$ cat config.mk
export PLATFORM = sky130hd
export DESIGN_NAME = cmd_buf
export DESIGN_NICKNAME = d
export VERILOG_FILES = /design/src/rtl/maze_pkg.sv /design/src/rtl/cmd_buf_mem.sv /design/src/rtl/cmd_buf.sv
export SDC_FILE = /design/constraint.sdc
export NUM_CORES = 1
export LEC_CHECK = 0
export ABC_AREA = 1
export CORE_MARGIN = 3
export CORE_UTILIZATION = 25
export CTS_CLUSTER_SIZE = 10
export DETAILED_ROUTE_END_ITERATION = 10
export GPL_TIMING_DRIVEN = 0
export PLACE_DENSITY_LB_ADDON = 0.08
export REMOVE_ABC_BUFFERS = 1
export SYNTH_ARGS = -nofsm -noshare
export SYNTH_HDL_FRONTEND = slang
export SYNTH_SLANG_ARGS = --single-unit
$ cat constraint.sdc
create_clock -name clk -period 5.8 [get_ports clk]
set_clock_uncertainty 0.1 [all_clocks]
set_input_delay 1.45 -clock clk [delete_from_list [all_inputs] [get_ports clk]]
set_output_delay 1.45 -clock clk [all_outputs]
set_load 0.01 [all_outputs]
$ cat src/rtl/maze_pkg.sv
// maze_pkg: constants and types shared by the command buffer.
//   CMD_W          width of a command word
//   CMD_BUF_DEPTH  default number of queue entries
//   ingress_state_e  ingress handshake states (IDLE, ACK)
package maze_pkg;

  localparam int unsigned CMD_W         = 16;
  localparam int unsigned CMD_BUF_DEPTH = 4;

  typedef enum logic {
    IDLE = 1'b0,
    ACK  = 1'b1
  } ingress_state_e;

endpackage

$ cat src/rtl/cmd_buf_mem.sv
// cmd_buf_mem: DEPTH x WIDTH storage for the command queue.
// Synchronous write, asynchronous read, no reset on the data array.
// Ports:
//   clk    write clock
//   we     write enable
//   waddr  write address
//   wdata  write data
//   raddr  read address
//   rdata  read data (combinational from raddr)
module cmd_buf_mem
  import maze_pkg::*;
#(
  parameter int unsigned DEPTH = CMD_BUF_DEPTH,
  parameter int unsigned WIDTH = CMD_W
) (
  input  logic                     clk,
  input  logic                     we,
  input  logic [$clog2(DEPTH)-1:0] waddr,
  input  logic [WIDTH-1:0]         wdata,
  input  logic [$clog2(DEPTH)-1:0] raddr,
  output logic [WIDTH-1:0]         rdata
);

  logic [WIDTH-1:0] mem_q [DEPTH];

  always_ff @(posedge clk) begin
    if (we) begin
      mem_q[waddr] <= wdata;
    end
  end

  assign rdata = mem_q[raddr];

endmodule

$ cat src/rtl/cmd_buf.sv
// cmd_buf: command queue between the UART wrapper and cmd_proc.
// An ingress FSM (IDLE/ACK) captures in_cmd on the level flag in_cmd_rdy, acknowledges it
// with a one-cycle in_clr pulse and then ignores the still-high flag for one cycle.
// DEPTH must be a power of two in 2..16 so the pointers wrap naturally.
// Ports:
//   clk, rst      clock, asynchronous active-high reset
//   in_cmd        command word from the wrapper
//   in_cmd_rdy    wrapper's pending-command level flag
//   in_clr        acknowledge pulse back to the wrapper
//   cmd           head-of-queue command (0 when empty)
//   cmd_rdy       queue non-empty
//   clr_cmd_rdy   pop strobe from cmd_proc
//   flush         synchronous discard of all entries
//   count, full   occupancy
//   ovfl          sticky drop indicator
// Build option: define CMD_BUF_DROP_EN to acknowledge and drop words arriving while full
// (setting ovfl) instead of holding them off; otherwise ovfl is tied to 0.
module cmd_buf
  import maze_pkg::*;
#(
  parameter int unsigned DEPTH = CMD_BUF_DEPTH
) (
  input  logic                   clk,
  input  logic                   rst,
  input  logic [CMD_W-1:0]       in_cmd,
  input  logic                   in_cmd_rdy,
  output logic                   in_clr,
  output logic [CMD_W-1:0]       cmd,
  output logic                   cmd_rdy,
  input  logic                   clr_cmd_rdy,
  input  logic                   flush,
  output logic [$clog2(DEPTH):0] count,
  output logic                   full,
  output logic                   ovfl
);

  localparam int unsigned PtrW = $clog2(DEPTH);
  localparam int unsigned CntW = PtrW + 1;
  localparam logic [CntW-1:0] CntMax = CntW'(DEPTH);

  ingress_state_e  state_q, state_d;
  logic [PtrW-1:0] head_q, head_d;
  logic [PtrW-1:0] tail_q, tail_d;
  logic [CntW-1:0] count_q, count_d;

  logic            full_int;
  logic            can_accept;
  logic            take;
  logic            push;
  logic            pop;
  logic [CMD_W-1:0] mem_rdata;

  assign full_int   = (count_q == CntMax);
  // A full queue still accepts when the head is being popped in the same cycle.
  assign can_accept = !full_int || clr_cmd_rdy;

`ifdef CMD_BUF_DROP_EN
  // Every pending word in IDLE is acknowledged; words that don't fit are dropped.
  assign take = (state_q == IDLE) && in_cmd_rdy && !flush;
`else
  // While full and not popping the flag is left pending (backpressure).
  assign take = (state_q == IDLE) && in_cmd_rdy && !flush && can_accept;
`endif

  assign push = take && can_accept;
  assign pop  = clr_cmd_rdy && (count_q != '0) && !flush;

  // Gated by rst so the acknowledge is silent while reset is held.
  assign in_clr = take && !rst;

  always_comb begin
    state_d = state_q;
    head_d  = head_q;
    tail_d  = tail_q;
    count_d = count_q;

    case (state_q)
      IDLE:    if (take) state_d = ACK;
      ACK:     state_d = IDLE;
      default: state_d = IDLE;
    endcase

    if (push) tail_d = tail_q + 1'b1;
    if (pop)  head_d = head_q + 1'b1;

    if (push && !pop) begin
      count_d = count_q + 1'b1;
    end else if (pop && !push) begin
      count_d = count_q - 1'b1;
    end

    if (flush) begin
      state_d = IDLE;
      head_d  = '0;
      tail_d  = '0;
      count_d = '0;
    end
  end

  always_ff @(posedge clk or posedge rst) begin
    if (rst) begin
      state_q <= IDLE;
      head_q  <= '0;
      tail_q  <= '0;
      count_q <= '0;
    end else begin
      state_q <= state_d;
      head_q  <= head_d;
      tail_q  <= tail_d;
      count_q <= count_d;
    end
  end

`ifdef CMD_BUF_DROP_EN
  logic ovfl_q;

  always_ff @(posedge clk or posedge rst) begin
    if (rst) begin
      ovfl_q <= 1'b0;
    end else if (flush) begin
      ovfl_q <= 1'b0;
    end else if (take && !can_accept) begin
      ovfl_q <= 1'b1;
    end
  end

  assign ovfl = ovfl_q;
`else
  assign ovfl = 1'b0;
`endif

  cmd_buf_mem #(
    .DEPTH (DEPTH),
    .WIDTH (CMD_W)
  ) u_mem (
    .clk   (clk),
    .we    (push),
    .waddr (tail_q),
    .wdata (in_cmd),
    .raddr (head_q),
    .rdata (mem_rdata)
  );

  assign cmd_rdy = (count_q != '0);
  // Masked so cmd reads 0 when empty, including straight out of reset.
  assign cmd     = cmd_rdy ? mem_rdata : '0;
  assign full    = full_int;
  assign count   = count_q;

endmodule
; ---- Yosys cells after proc, flatten, opt, wreduce, memory -nomap -nowiden
; Memories as Yosys holds them, arrays and structs flattened.
; Index checks and enable logic that the tools add are counted.
; W data, S select, Z words.
[op_classes]
mux = 13
bitwise_logic = 1
n_addsub = 4
reduce_logical = 19
eq_ne = 1
[ops]
columns = cell, count
row1 = $mux W16, 1
row2 = $logic_and A1 B1 Y1, 9
row3 = $mux W3, 3
row4 = $mux W2, 4
row5 = $reduce_bool A3 Y1, 2
row6 = $logic_not A1 Y1, 5
row7 = $add A2 B1 Y2 const B, 2
row8 = $mux W1, 4
row9 = $reduce_bool A2 Y1, 2
row10 = $add A3 B1 Y3 const B, 1
row11 = $eq A3 B3 Y1 const B, 1
row12 = $sub A3 B1 Y3 const B, 1
row13 = $pmux W1 S2, 1
row14 = $logic_or A1 B1 Y1, 1
row15 = $not A1 Y1, 1
[totals]
in_bits = 21
memories = 1
mem_bits_rw = 64
wordCells = 43
register_bits = 8
[memory_table]
columns = memory, words, word_bits, read_ports, rd_clocked_by_memory_dff, write_ports, line_no
row1 = u_mem.mem_q, 4, 16, 1, 0, 1, cmd_buf_mem.sv:24  ; logic [WIDTH-1:0] mem_q [DEPTH];

; ---- Logic depth before layout (Yosys ltp)
; Gate-level depths: netlist (run 1).
[depth]
word_depth = 10
mapped_depth = 14

; ---- Modules after synthesis
; A second synthesis (run 1) with hierarchy kept.
[hier_totals]
cells_unflattened = 356
area_unflattened_um2 = 3372.0
[by_module_without_submodules]
columns = mod, area_per_inst_um2, cells_each, instances, seq_area_each_um2
row1 = cmd_buf_mem, 2758.9, 259, 1, 1921.8
row2 = cmd_buf, 613.1, 97, 1, 200.2

; ---- Least setup slack after synthesis (run 1)
; OpenSTA, ideal clock, no wires.
[synth_timing]
kind = input -> output
from = input in_cmd_rdy
to = output in_clr
path_stages = 4
path_buffers = 0
setup_slack_ps = 2302
arrival_ps = 1948
t_required_ps = 4250
cell_sequence = nand2_1 > nor2_2 > nand2_4 > nor2_1
[synth_between]
elab_chain_len = 4
[synth_lines]
columns = element, line_no
row1 = "start, declared", cmd_buf.sv:26  ; input logic in_cmd_rdy,
row2 = $logic_and A1 B1 Y1 (3 in a row), cmd_buf.sv:62  ; assign take = (state_q == IDLE) && in_cmd_rdy && !flush && can_accept;
row3 = $logic_and A1 B1 Y1, cmd_buf.sv:69  ; assign in_clr = take && !rst;
row4 = "end, declared", cmd_buf.sv:27  ; output logic in_clr,
; No other way between the ends.

; ---- Final worst setup path (run 1)
[layout_timing]
from = register head_q[0]
to = output cmd[12]
[layout_between]
elab_chain_len = 2
[layout_lines]
columns = element, line_no
row1 = "start, declared", cmd_buf.sv:42  ; logic [PtrW-1:0] head_q, head_d;
row2 = "start signal, assigned", cmd_buf.sv:103  ; head_q <= '0;
row3 = "start signal, assigned", cmd_buf.sv:108  ; head_q <= head_d;
row4 = $mem_v2 Z4 W16, --
row5 = $mux W16, cmd_buf.sv:146  ; assign cmd = cmd_rdy ? mem_rdata : '0;
row6 = "end, declared", cmd_buf.sv:28  ; output logic [CMD_W-1:0] cmd,
; No other way between the ends.

==> results of run 1 <==
## power by group
group | internal [mW] | switching [mW] | leakage, nW
Combinational | 0.233 | 0.266 | 0.599
Clock | 0.420 | 0.205 | 0.156
Sequential | 0.599 | 0.0488 | 0.685
## synthesized netlist by cell type, drive strengths merged
library cell / number / area, um2
a21oi: 18 / 90.1
buf: 9 / 57.6
clkbuf: 3 / 13.8
conb: 1 / 3.75
dfrtp: 8 / 200
edfxtp: 64 / 1920
fa: 1 / 20.0
ha: 4 / 50.1
inv: 20 / 75.1
nand2: 18 / 105
nand3: 6 / 40.0
nand4: 1 / 6.26
nor2: 72 / 280
nor3: 1 / 5.00
o21ai: 37 / 185
## area by class of cell
cell class                      instances  area share, %
Multi-Input combinational cell        159           19.9
Timing Repair Buffer                   46           12.3
Sequential cell                        72           53.0
Clock buffer                           11           5.81
Tap cell                              143           4.47
Inverter                               20           1.88
Clock inverter                          5           2.63
## kinds of logic (layout without fill, tap and decap cells)
logic type / Yosys count / in the layout / share of synthesized area [%]
AND/OR/NAND/NOR: 98 / 98 / 14.3
buffers and inverters: 32 / 82 / 4.79
flip-flops: 72 / 72 / 69.5
AO/OA/AOI/OAI: 55 / 55 / 9.01
other: 1 / 1 / 0.123
adder cells (fa/ha/maj): 5 / 5 / 2.29
## metrics by stage
| stage | area, um2 | total power [mW] | utilization (%) | cells |
|---|---|---|---|---|
| final | 4000 | 1.77 | 34.3 | 456 |
| after detailed placement | 3660 | 1.17 | 31.4 | 440 |
| after CTS | 4000 | 1.80 | 34.3 | 456 |
| after global placement | 3580 | 1.17 | 30.7 | 436 |
| after floorplan | 2980 | 0.896 | - | 251 |
| after global routing | 4000 | 1.89 | 34.3 | 456 |
## path summary, 6_finish.rpt
check	slack, ns	cells after the start	startpoint	endpoint
setup reg to reg	3.28	2	head_q[0]	head_q[0]
hold / removal	0.52	2	tail_q[1]	tail_q[1]
min in group asynchronous	1.32	2	rst	tail_q[0]
max in group asynchronous	4.01	2	rst	head_q[1]
setup / recovery	0.86	4	head_q[0]	cmd[12]
hold reg to reg	0.52	2	tail_q[1]	tail_q[1]
## worst max-delay path: stages (launching register included)
cell and delay (ns):
dfrtp_1 1.16, inv_1 0.85, o21ai_0 0.44, a21oi_1 0.11, clkdlybuf4s50_1 0.49
## cells in the final DEF, fill, tap and decap left out
master / synthesis / layout
a21oi_1: 18 / 18
buf_16: 0 / 1
buf_8: 0 / 3
bufinv_16: 0 / 3
clkbuf_1: 1 / 2
clkbuf_16: 0 / 9
clkdlybuf4s50_1: 0 / 42
clkinvlp_4: 0 / 2
conb_1: 1 / 1
dfrtp_1: 8 / 8
edfxtp_1: 64 / 64
fa_1: 1 / 1
ha_1: 4 / 4
inv_1: 17 / 17
inv_2: 3 / 3
nand2_1: 13 / 13
nand2_4: 5 / 5
nand3_1: 4 / 4
nand3_2: 2 / 2
nand4_1: 1 / 1
nor2_1: 70 / 66
nor2_2: 1 / 5
nor2_4: 1 / 1
nor3_1: 1 / 1
o21ai_0: 32 / 32
o21ai_1: 5 / 5
## sequential cells by signal (all words and copies together) (netlist names)
name and count:
u_mem.mem_q 64, state_q 1, tail_q 2, count 3, head_q 2
## per-layer routing
layer  global-route usage (%)  vias to the layer above  wire length (um)  part of all wire (%)
met1                     14.4                      895              3390                    49
met2                     17.3                       36              3270                    47
met4                     3.44                        0                83                   1.2
li1                         -                      983                 -                     -
met3                     3.37                        6               226                   3.2
met5                        0                        -                 0                     0
==> reports/metrics.yaml, run 1 <==
outcome: "completed"
num_rows: 39
rsz0062_at_grt: "false"
core_mm2: 0.0117
tightest_slew_ns: 1.24
grtUsageTotal_pct: 10.9
initial_core_util_pct: 26.2
die_x_um: 117
area_delta_synth_final_pct: 31.1
hold_class: "flip-flop to flip-flop"
pre_cts_ws_ns: 1.05
criticalPathCategory: "flip-flop to output port"
ios: 44
globalRouteOverflowTotal: 0
antenna_left: 0
grt_pass1_vias: 1919
io_buffers: 42
fp.dieH_um: 117
ir_drop_mv: 0.153
wl_mm: 6.98
clkTransAtPathRegs_ns: 0.05
drive_gt1_share_pct: 10.9
cts_buffer_depth: 2
cap_violations: 0
routabilityCongestion: 0.733
cts_num_sinks: 72
fillers: 1166
max_freq_mhz: 203
cp.arrival_ns: 3.39
finalWorstSetupSlack_ns: 0.863
multi_input_area_um2: 796
ys_seq_elements: 72
firstDrtPassIters: 4
finalMaxSlewViolations: 0
hold_violations: 0
nNetsFinal: 334
vias_per_cell: 4.21
hold-worst-slack_ns: 0.519
fin_tns_setup_ns: 0
syn_area_mm2: 0.00305
max_slew_margin_pct: 17.2
required_ns: 4.25
dieArea_mm2: 0.0136
crit_fanout: 34
syn_inst: 263
vias: 1920
p_leak_nw: 1.44
antenna_found_initial: 0
cts_buffers: 9
avgSynthCellArea_um2: 11.6
drc_errors: 0
yosys_warnings: 0
grt_pass1_wl_mm: 10.8
clk_latency_ns: 0.32
synth.distinct_cells: 23
cts_hold_buffers: 0
setup_viol: 0
startpoint_type: "flip-flop"
ff_latch_area_mm2: 0.00212
cts_tree: "yes"
min_period_ns: 4.94
dp_hpwl_mm: 4.24
synth-seq-area-share_pct: 69.5
first_iter_violations: 90
cts_setup_buffers: 0
finalCritPeriodShare_pct: 85.1
p_per_area_mw_per_mm2: 443
cts_resized: 0
wl_per_cell_um: 15.3
ctsHtreeMaxLevel: 3
cts-root-buf: "clkbuf_16"
n_antenna_cell: 0
setup.worst_path.end_class: "output port"
grt_max_degree: 35
Power figures use the tool's default switching activity.
==> inputs of run 2 (changes only) <==
--- a/config.mk
+++ b/config.mk
@@ -7,7 +7,7 @@
 export LEC_CHECK = 0
 export ABC_AREA = 1
 export CORE_MARGIN = 3
-export CORE_UTILIZATION = 25
+export CORE_UTILIZATION = 58
 export CTS_CLUSTER_SIZE = 10
 export DETAILED_ROUTE_END_ITERATION = 10
 export GPL_TIMING_DRIVEN = 0
==> reports/metrics.yaml, run 2 (synthesis results as in run 1) <==
cap_violations: 0  # unchanged
initial_core_util_pct: 62.2  # +36 points
min_period_ns: 4.82  # -0.112 ns
firstDrtPassIters: 4  # unchanged
vias_per_cell: 5.35  # +27%
core_mm2: 0.00491  # -58%
drc_errors: 0  # unchanged
dp_hpwl_mm: 3.49  # -18%
routabilityCongestion: 0.812  # +11%
p_seq_share_pct: 41.9  # +5.3 points
power_mw: 1.54  # -13%
first_iter_violations: 203  # +130%
antenna_left: 0  # unchanged
criticalPathCategory: "flip-flop to output port"
io_buffers: 42  # unchanged
layout_common_cells: "66 x nor2_1, 64 x edfxtp_1, 42 x clkdlybuf4s50_1"
die_x_um: 78.6  # -33%
rsz0062_at_grt: "false"
combinationalPowerShare_pct: 31.7  # +3.6 points
vias: 2007  # +4.5%
crit_fanout: 34  # unchanged
cts-root-buf: "clkbuf_8"
required_ns: 4.25  # about the same
drive_gt1_share_pct: 9.42  # -1.4 points
setup.worst_path.end_class: "output port"
dieArea_mm2: 0.00617  # -55%
sw_frac_of_total_pct: 30.9  # +1.5 points
dp.cells: 360  # -18%
layoutNonFillerInstCount: 375  # -18%
max_slew_margin_pct: 21.6  # +4.3 points
cts_hold_buffers: 0  # unchanged
grt_pass1_wl_mm: 9.40  # -13%
wl_mm: 5.79  # -17%
switching_power_mw: 0.476  # -8.5%
n_antenna_cell: 0  # unchanged
grt_max_degree: 35  # unchanged
final_common_cell: "nor2_1"
outcome: "completed"
setup_viol: 0  # unchanged
grtUsageTotal_pct: 20.6  # +9.7 points
p_leak_nw: 1.35  # -6.0%
cts_buffers: 9  # unchanged
regMostFlops: "u_mem.mem_q"
power.share.clock_pct: 26.4  # -8.9 points
num_rows: 25  # -36%
cp.arrival_ns: 3.27  # -0.12 ns
wl_per_cell_um: 15.4  # +0.82%
startpoint_type: "flip-flop"
cts_buffer_depth: 2  # unchanged
finalCritPeriodShare_pct: 83.2  # -1.9 points
p_per_area_mw_per_mm2: 417  # -5.8%
cts_setup_buffers: 0  # unchanged
clkTransAtPathRegs_ns: 0.06  # about the same
hold_class: "flip-flop to flip-flop"
nNetsFinal: 330  # -1.2%
grt_pass1_vias: 1989  # +3.6%
antenna_found_initial: 0  # unchanged
ios: 44  # unchanged
fp.dieH_um: 78.6  # -33%
cts_tree: "yes"
cts_num_sinks: 72  # unchanged
max_freq_mhz: 207  # +2.3%
rr_startpoint: "head_q[0]"
globalRouteOverflowTotal: 0  # unchanged
finalMaxSlewViolations: 0  # unchanged
worstHoldStart: "tail_q[1]"
tightest_slew_ns: 1.18  # -0.0652 ns
critPathLaunch: "head_q[0]"
clk_latency_ns: 0.33  # about the same
area_delta_synth_final_pct: 21.1
cts_resized: 0  # unchanged
ctsHtreeMaxLevel: 3  # unchanged
largest_reg_flops: 64  # unchanged
hold_violations: 0  # unchanged
post-route-util_pct: 75.3  # +41 points
ir_drop_mv: 0.274  # +79%
internal-power_mw: 1.07  # -15%
fin_tns_setup_ns: 0  # unchanged
## run 2: worst max-delay path, stage by stage, from the launching register on
cell and delay, ns:
dfrtp_1 1.12, inv_1 0.78, o21ai_0 0.40, a21oi_1 0.13, clkdlybuf4s50_1 0.50
## run 2: worst paths after layout
path	cells past startpoint	slack [ns]	to
setup / recovery	4	0.98	cmd[15]
hold / removal	2	0.51	tail_q[1]
setup reg to reg	2	3.41	head_q[0]
hold reg to reg	2	0.51	tail_q[1]
max in group asynchronous	2	4.08	head_q[0]
min in group asynchronous	2	1.29	tail_q[0]
## run 2: routing by layer
| metal | vias to the layer above | track usage (%) | share of wire [%] |
|---|---|---|---|
| li1 | 972 | - | - |
| met1 | 975 | 24.6 | 44 |
| met2 | 50 | 34.6 | 50 |
| met3 | 10 | 4.36 | 4.1 |
| met4 | 0 | 11.4 | 1.9 |
| met5 | - | 0 | 0 |
## run 2: metrics by stage
step / instance area (um2) / hold slack, ns / setup slack [ns]
global placement: 3490 / 0.487 / 1.31
detailed placement: 3500 / 0.508 / 1.26
floorplan: 2980 / 0.462 / 2.30
global route: 3700 / 0.549 / 0.655
CTS: 3700 / 0.520 / 1.01
finish: 3700 / 0.513 / 0.975
## run 2: cell type report
type | instances | area (um2)
Clock buffer | 11 | 131
Clock inverter | 4 | 70.1
Fill cell | 352 | 1210
Inverter | 20 | 75.1
Multi-Input combinational cell | 159 | 796
Sequential cell | 72 | 2120
Tap cell | 67 | 83.8
Timing Repair Buffer | 42 | 420
## run 2: power by group through the flow
| stage | Combinational (mW) | Sequential [mW] | Clock, mW |
|---|---|---|---|
| global route | 0.540 | 0.653 | 0.436 |
| global placement | 0.478 | 0.655 | 0 |
| CTS | 0.495 | 0.646 | 0.413 |
| detailed placement | 0.492 | 0.657 | 0 |
| floorplan | 0.248 | 0.648 | 0 |
| finish | 0.489 | 0.647 | 0.407 |
==> inputs of run 3 (changes only) <==
--- a/config.mk
+++ b/config.mk
@@ -7,7 +7,7 @@
 export LEC_CHECK = 0
 export ABC_AREA = 1
 export CORE_MARGIN = 3
-export CORE_UTILIZATION = 58
+export CORE_UTILIZATION = 48
 export CTS_CLUSTER_SIZE = 10
 export DETAILED_ROUTE_END_ITERATION = 10
 export GPL_TIMING_DRIVEN = 0
==> constraint.sdc (replaced) <==
create_clock -name clk -period 4.2 [get_ports clk]
set_clock_uncertainty 0.1 [all_clocks]
set_input_delay 1.05 -clock clk [delete_from_list [all_inputs] [get_ports clk]]
set_output_delay 1.05 -clock clk [all_outputs]
set_load 0.01 [all_outputs]
==> reports/metrics.yaml, run 3 (synthesis results as in run 1) <==
core_mm2: 0.00603  # +23%
clk_latency_ns: 0.33  # about the same
power.share.clock_pct: 25.1  # -1.3 points
largest_reg_flops: 64  # unchanged
layout_common_cells: "66 x nor2_1, 64 x edfxtp_1, 42 x clkdlybuf4s50_1"
antenna_left: 0  # unchanged
setup_viol: 0  # unchanged
p_per_area_mw_per_mm2: 557  # +34%
ios: 44  # unchanged
vias_per_cell: 5.02  # -6.3%
setup.worst_path.end_class: "output port"
layoutNonFillerInstCount: 387  # +3.2%
dieArea_mm2: 0.00736  # +19%
fp.dieH_um: 85.8  # +9.2%
wl_per_cell_um: 14.6  # -5.0%
fin_tns_setup_ns: 0  # unchanged
initial_core_util_pct: 50.7  # -12 points
grt_pass1_wl_mm: 9.24  # -1.7%
hold-worst-slack_ns: 0.523  # +0.00988 ns
ir_drop_mv: 0.277  # +1.1%
hold_violations: 0  # unchanged
num_rows: 28  # +12%
vias: 1941  # -3.3%
wl_mm: 5.67  # -2.0%
first_iter_violations: 56  # -72%
dp_hpwl_mm: 3.44  # -1.6%
clkTransAtPathRegs_ns: 0.07  # about the same
drive_gt1_share_pct: 11.5  # +2.1 points
cts_hold_buffers: 0  # unchanged
nNetsFinal: 333  # +0.91%
worstHoldStart: "count[2]"
grt_pass1_vias: 1973  # -0.80%
switching_power_mw: 0.655  # +38%
cp.arrival_ns: 2.69  # -0.58 ns
sw_frac_of_total_pct: 31.4  # +0.51 points
max_slew_margin_pct: 39.7  # +18 points
dp.cells: 371  # +3.1%
area_delta_synth_final_pct: 22.8
cts_buffer_depth: 2  # unchanged
final_common_cell: "nor2_1"
criticalPathCategory: "flip-flop to output port"
max_freq_mhz: 260
globalRouteOverflowTotal: 0  # unchanged
multi_input_area_um2: 796  # unchanged
n_antenna_cell: 0  # unchanged
p_leak_nw: 1.38  # +1.7%
ctsHtreeMaxLevel: 3  # unchanged
regMostFlops: "u_mem.mem_q"
grt_max_degree: 35  # unchanged
cts_num_sinks: 72  # unchanged
hold_class: "flip-flop to flip-flop"
cts_tree: "yes"
required_ns: 3.05  # -1.20 ns
grtUsageTotal_pct: 17.2  # -3.4 points
rr_startpoint: "count[1]"
internal-power_mw: 1.43  # +34%
startpoint_type: "flip-flop"
p_seq_share_pct: 42.6  # +0.7 points
cts-root-buf: "clkbuf_8"
finalMaxSlewViolations: 0  # unchanged
min_period_ns: 3.84
drc_errors: 0  # unchanged
tightest_slew_ns: 0.904  # -0.273 ns
io_buffers: 42  # unchanged
power_mw: 2.09  # +35%
routabilityCongestion: 0.741  # -8.7%
outcome: "completed"
critPathLaunch: "head_q[0]"
antenna_found_initial: 0  # unchanged
ff_latch_area_mm2: 0.00212  # about the same
firstDrtPassIters: 4  # unchanged
combinationalPowerShare_pct: 32.3  # +0.6 points
cap_violations: 0  # unchanged
finalCritPeriodShare_pct: 91.5
rsz0062_at_grt: "false"
fillers: 502  # +43%
cts_buffers: 9  # unchanged
die_x_um: 85.8  # +9.2%
crit_fanout: 34  # unchanged
## run 3: worst paths after layout
| kind | end | depth (start not counted) | slack [ns] |
|---|---|---|---|
| max | cmd[3] | 4 | 0.36 |
| min | count[2] | 2 | 0.52 |
| max reg2reg | count[2] | 12 | 2.22 |
| min reg2reg | count[2] | 2 | 0.52 |
| max in group asynchronous | head_q[0] | 2 | 2.82 |
| min in group asynchronous | count[0] | 2 | 0.91 |
## run 3: final cells by class
| cell class | instances | share of cell area, % |
|---|---|---|
| Clock inverter | 6 | 1.57 |
| Clock buffer | 10 | 3.67 |
| Multi-Input combinational cell | 159 | 21.2 |
| Tap cell | 75 | 2.50 |
| Sequential cell | 72 | 56.6 |
| Inverter | 20 | 2.00 |
| Timing Repair Buffer | 45 | 12.4 |
## run 3: per-stage QoR
stage	utilization [%]	worst slack [ns]	instance area [um2]
floorplan	-	1.44	2980
global placement	58.0	0.333	3500
detailed placement	58.9	0.275	3550
CTS	62.2	0.277	3750
global route	62.2	0.0659	3750
finish	62.2	0.357	3750
## run 3: power groups by stage
stage          sequential, mW  combinational [mW]  clock, mW
6_report                0.890               0.674      0.524
5_1_grt                 0.899               0.752      0.573
4_1_cts                 0.891               0.683      0.541
3_5_place_dp            0.906               0.682          0
3_3_place_gp            0.906               0.665          0
2_1_floorplan           0.894               0.343          0
## run 3: worst max-delay path, cell delays in order, from the launching register on
cell	delay (ns)
dfrtp_2	0.63
inv_1	0.72
o21ai_0	0.20
a21oi_1	0.24
clkdlybuf4s50_1	0.57
## run 3: repair_timing
action,in CTS,in global routing
gates resized for setup,1,0
buffers inserted,0,0
hold endpoints to repair,0,0
setup endpoints to repair,16,0
## run 3: per-layer routing
layer / part of all wire [%] / global-route usage (%) / up-vias / routed length (um)
li1: - / - / 981 / -
met1: 42 / 20.9 / 903 / 2400
met2: 51 / 28.5 / 45 / 2910
met3: 4.4 / 4.80 / 12 / 252
met4: 1.9 / 7.77 / 0 / 110
met5: 0 / 0 / - / 0
